`src/rtl/mem_pkg.sv`:
```
// Shared types and defaults for the memory request controller.
// The FSM encoding, default widths and counter width live here.
package mem_pkg;

    localparam int unsigned AddrWDefault = 4;
    localparam int unsigned DataWDefault = 8;
    localparam int unsigned CntW         = 8;

    typedef enum logic [1:0] {
        StIdle    = 2'd0,
        StCapture = 2'd1,
        StResp    = 2'd2
    } state_e;

    // Modulo-256 increment; counters wrap rather than saturate.
    function automatic logic [CntW-1:0] cnt_inc(input logic [CntW-1:0] cnt);
        return cnt + CntW'(1);
    endfunction

endpackage

```
`src/rtl/mem_req_ctrl.sv`:
```
// Request/response front end for a 16-entry memory with a registered read address.
// Writes complete in the accept cycle; reads capture memory data and hold it until taken.
module mem_req_ctrl
    import mem_pkg::*;
#(
    parameter int unsigned ADDR_W = AddrWDefault,
    parameter int unsigned DATA_W = DataWDefault
) (
    input  logic              clk,
    input  logic              rst,

    input  logic              req_valid,
    output logic              req_ready,
    input  logic              req_we,
    input  logic [ADDR_W-1:0] req_adr,
    input  logic [DATA_W-1:0] req_wdata,

    output logic              rsp_valid,
    input  logic              rsp_ready,
    output logic [DATA_W-1:0] rsp_rdata,

    output logic [ADDR_W-1:0] mem_adr,
    output logic              mem_we,
    output logic [DATA_W-1:0] mem_dat_w,
    input  logic [DATA_W-1:0] mem_dat_r,

    output logic [CntW-1:0]   rd_count,
    output logic [CntW-1:0]   wr_count
);

    state_e              state_q, state_d;
    logic                rsp_valid_q, rsp_valid_d;
    logic [DATA_W-1:0]   rsp_rdata_q, rsp_rdata_d;
    logic [CntW-1:0]     rd_count_q, rd_count_d;
    logic [CntW-1:0]     wr_count_q, wr_count_d;
    logic                accept;

    // Ready is gated by reset so nothing is accepted or written while rst is high.
    assign req_ready = (state_q == StIdle) && !rst;
    assign accept    = req_valid && req_ready;

    assign mem_adr   = req_adr;
    assign mem_dat_w = req_wdata;
    assign mem_we    = accept && req_we;

    assign rsp_valid = rsp_valid_q;
    assign rsp_rdata = rsp_rdata_q;
    assign rd_count  = rd_count_q;
    assign wr_count  = wr_count_q;

    always_comb begin
        state_d     = state_q;
        rsp_valid_d = rsp_valid_q;
        rsp_rdata_d = rsp_rdata_q;
        rd_count_d  = rd_count_q;
        wr_count_d  = wr_count_q;

        if (mem_we) begin
            wr_count_d = cnt_inc(wr_count_q);
        end

        unique case (state_q)
            StIdle: begin
                if (accept && !req_we) begin
                    state_d = StCapture;
                end
            end
            // Memory read data is valid this cycle, one cycle after the address was accepted.
            StCapture: begin
                rsp_rdata_d = mem_dat_r;
                rsp_valid_d = 1'b1;
                state_d     = StResp;
            end
            StResp: begin
                if (rsp_ready) begin
                    rsp_valid_d = 1'b0;
                    rd_count_d  = cnt_inc(rd_count_q);
                    state_d     = StIdle;
                end
            end
            default: begin
                rsp_valid_d = 1'b0;
                state_d     = StIdle;
            end
        endcase
    end

    always_ff @(posedge clk) begin
        if (rst) begin
            state_q     <= StIdle;
            rsp_valid_q <= 1'b0;
            rsp_rdata_q <= '0;
            rd_count_q  <= '0;
            wr_count_q  <= '0;
        end else begin
            state_q     <= state_d;
            rsp_valid_q <= rsp_valid_d;
            rsp_rdata_q <= rsp_rdata_d;
            rd_count_q  <= rd_count_d;
            wr_count_q  <= wr_count_d;
        end
    end

endmodule

```
`config.mk`:
```
export PLATFORM = sky130hd
export DESIGN_NAME = mem_req_ctrl
export DESIGN_NICKNAME = d
export VERILOG_FILES = /design/src/rtl/mem_pkg.sv /design/src/rtl/mem_req_ctrl.sv
export SDC_FILE = /design/constraint.sdc
export NUM_CORES = 1
export LEC_CHECK = 0
export CORE_AREA = 3 3 61 63
export CTS_CLUSTER_DIAMETER = 150
export DETAILED_ROUTE_END_ITERATION = 12
export DIE_AREA = 0 0 64 66
export GPL_TIMING_DRIVEN = 0
export PLACE_DENSITY = 0.85
export SLEW_MARGIN = 0
export SYNTH_ARGS = -nofsm -noshare
export SYNTH_HDL_FRONTEND = slang
export SYNTH_SLANG_ARGS = --single-unit
```
`constraint.sdc`:
```
create_clock -name clk -period 2.01 [get_ports clk]
set_input_delay 0.3015 -clock clk [delete_from_list [all_inputs] [get_ports clk]]
set_output_delay 0.3015 -clock clk [all_outputs]
set_load 0.02 [all_outputs]
```
==> results.toml <==
[yosys]
yosys_warnings = 0
synth.area.top_cells = "dfxtp_1, a21oi_1, buf_4, nand2_1, o31ai_1"
synthTopCellsByCount = "dfxtp_1, nand2_1, a21oi_1, buf_4, nor2_1"
synth_top_area_share = 0.442
synth_most_common_cell = "dfxtp_1"
synth.avg_cell_area_um2 = 8.32
synth_edf_count = 0
ys_seq_area_frac = 0.442
synth_ff_type = "dfxtp_1"
ys_types = 26
syn_area_um2 = 1220
synth_nets = 174
async_flop_share = 0
ys_seq_elements = 27
synth_top_area_cell = "dfxtp_1"
synthCells = 147

[routing]
drc = 0
vias = 1210
avgViaCountPerCell = 4.90
postRouteWirelength_um = 2930
ant_nets = 0
first_iter_violations = 33
wl_per_cell_um = 11.9
first_pass_iters = 4

[clocking]
cts_num_sinks = 27
clock_latency_ps = 310
path_clk_slew_ps = 140
clockRootBuffer = "clkbuf_4"
hold_buffers = 0
cts_tree = "built"
cts_max_level = 1
cts_buffers = 3
clockBufferDepth = 2

[pwr]
ir_drop_uv = 194
power_leakage_nw = 0.642
power.density_nw_per_um2 = 515
design_power_total_uw = 946

[finish]
drive_gt1_frac = 0.114
diodes = 0
nets = 229
final_util = 0.559
layoutNonFillerInstCount = 247
syn2layout_area_growth_pct = 50.1

[worst_setup_path]
worstPathMaxFanout = 15
arrival_ps = 1660
path_cells = "buf_6, or4b_4, buf_6, nor2_4, buf_6"
endpoint_kind = "output port"
crit_buf_inv = 3
slowest_stage = "or4b_4"
crit_type = "reg -> out"
critical_path.top_delay_family = "simple AND/OR/NAND/NOR gates"
crit_required_ps = 1710
critPathLaunchType = "flop"
slowest_delay_ps = 510
crit_top_cell = "buf_6"

[grt]
antenna_found_initial = 0
grt_pass1_wl_um = 4780
track_usage = 0.140
first_global_vias = 1122
gr-total-overflow = 0
grt_max_degree = 15

[floorplan]
core_area_um2 = 3280
initial_core_util = 0.373
die_h_um = 66
dieArea_um2 = 4220
pin_count = 64
row_count = 21
dieWidth_um = 64

[timing]
hold_violations = 0
max-slew-margin-rel = 0.675
layout_setup_ws_ps = 53.1
period_share = 0.974
post-route-min-period_ps = 1960
slew_violations = 0
rsz0062_at_grt = "yes"
fin_tns_setup_ps = 0
tightest_slew_ps = 488
finClkSkew_ps = 4.82
setup_viol = 0
max_freq_mhz = 511

[placed_design]
hpwl_um = 2190
dp.cells = 244
pre_cts_ws_ps = -532
numPortBuffers = 51
routabilityCongestion = 0.885

[status]
status = "finished clean"

[worst_hold_path]
hp-class = "reg -> reg"

[run]
maxCapViolations = 0
-- what timing repair did --
action                     in CTS  in global routing
pin swaps                       0                  0
gates resized for setup         7                  8
hold endpoints to repair        0                  0
setup endpoints to repair       2                  2
setup buffers                   0                  0
-- flip-flops by register name (all words and copies together), names as in the netlist --
name       count
wr_count       8
rsp_valid      1
rsp_rdata      8
state_q        2
rd_count       8
-- metal layers --
metal	vias up	share of wire	global-route usage
met5	-	0	0
met2	37	0.49	0.234
met1	559	0.44	0.171
li1	610	-	-
met3	4	0.057	0.0340
met4	0	0.014	0.0566
-- cell families (layout without fill, tap and decap cells) --
| family | Yosys count | in the layout | share of synthesized area |
|---|---|---|---|
| buf+inv | 21 | 75 | 0.109 |
| simple gates | 61 | 61 | 0.252 |
| fa+ha+maj | 2 | 2 | 0.0204 |
| compound gates | 31 | 31 | 0.137 |
| flops | 27 | 27 | 0.442 |
| xor+xnor | 2 | 2 | 0.0143 |
| mux | 3 | 3 | 0.0256 |
-- path summary, 6_finish.rpt --
kind                              startpoint      endpoint  slack (ps)  cells past startpoint
worst max-delay path              state_q[1]        mem_we          50                      5
worst min-delay path            rsp_rdata[5]  rsp_rdata[5]         460                      2
worst max register to register    state_q[1]   wr_count[6]         160                      5
worst min register to register  rsp_rdata[5]  rsp_rdata[5]         460                      2
-- report_power, final --
group | internal [mW] | leakage [nW] | total [mW] | switching, mW
Combinational | 0.0892 | 0.408 | 0.166 | 0.0772
Clock | 0.0775 | 0.0150 | 0.226 | 0.149
Sequential | 0.545 | 0.219 | 0.553 | 0.00804
Total | 0.712 | 0.642 | 0.946 | 0.234
-- area by class of cell --
cell class                      instances  area [um2]
Fill cell                             299        1450
Multi-Input combinational cell         99         566
Sequential cell                        27         542
Timing Repair Buffer                   51         510
Buffer                                 19         131
Tap cell                               46        57.6
Clock buffer                            4        26.3
Inverter                                1        3.75
-- worst reg2reg max path, delay by kind of cell, from the launching register on --
| kind | cells | cell delay [ps] |
|---|---|---|
| buffers and inverters | 2 | 280 |
| and+or+nand+nor | 2 | 1020 |
| AOI/OAI and AO/OA | 1 | 140 |
| DFF | 1 | 340 |
-- through the flow --
step	hold slack, ps	area (um2)
final	464	1840
after global routing	503	1840
after CTS	465	1820
after detailed placement	447	1790
after global placement	442	1790
after floorplan	374	1220
-- layout by cell type (no fill, tap or decap) --
cell             synthesis  routed
dlygate4sd2_1            0       1
or4b_4                   0       1
clkdlybuf4s50_1          0      49
nand4_1                  4       4
ha_1                     2       2
buf_4                   12      12
nand2_1                 22      22
clkbuf_4                 0       3
o21ai_0                  6       6
xor2_1                   2       2
nor3_1                   4       3
nand3_1                  4       4
o31ai_1                  5       5
nor3_2                   0       1
or4_1                    5       5
nand3b_1                 1       1
dfxtp_2                  0       1
nor2_4                   0       1
clkbuf_1                 4       5
nand4b_1                 1       1
nor2b_1                  3       3
buf_6                    1       3
nor2_1                   9       8
dfxtp_1                 27      26
inv_1                    1       1
a21oi_1                 20      20
nand2b_1                 2       2
mux2i_1                  2       2
mux2_2                   1       1
or3_1                    5       5
buf_1                    1       1
Note: power is estimated with default switching activity, not from simulation.
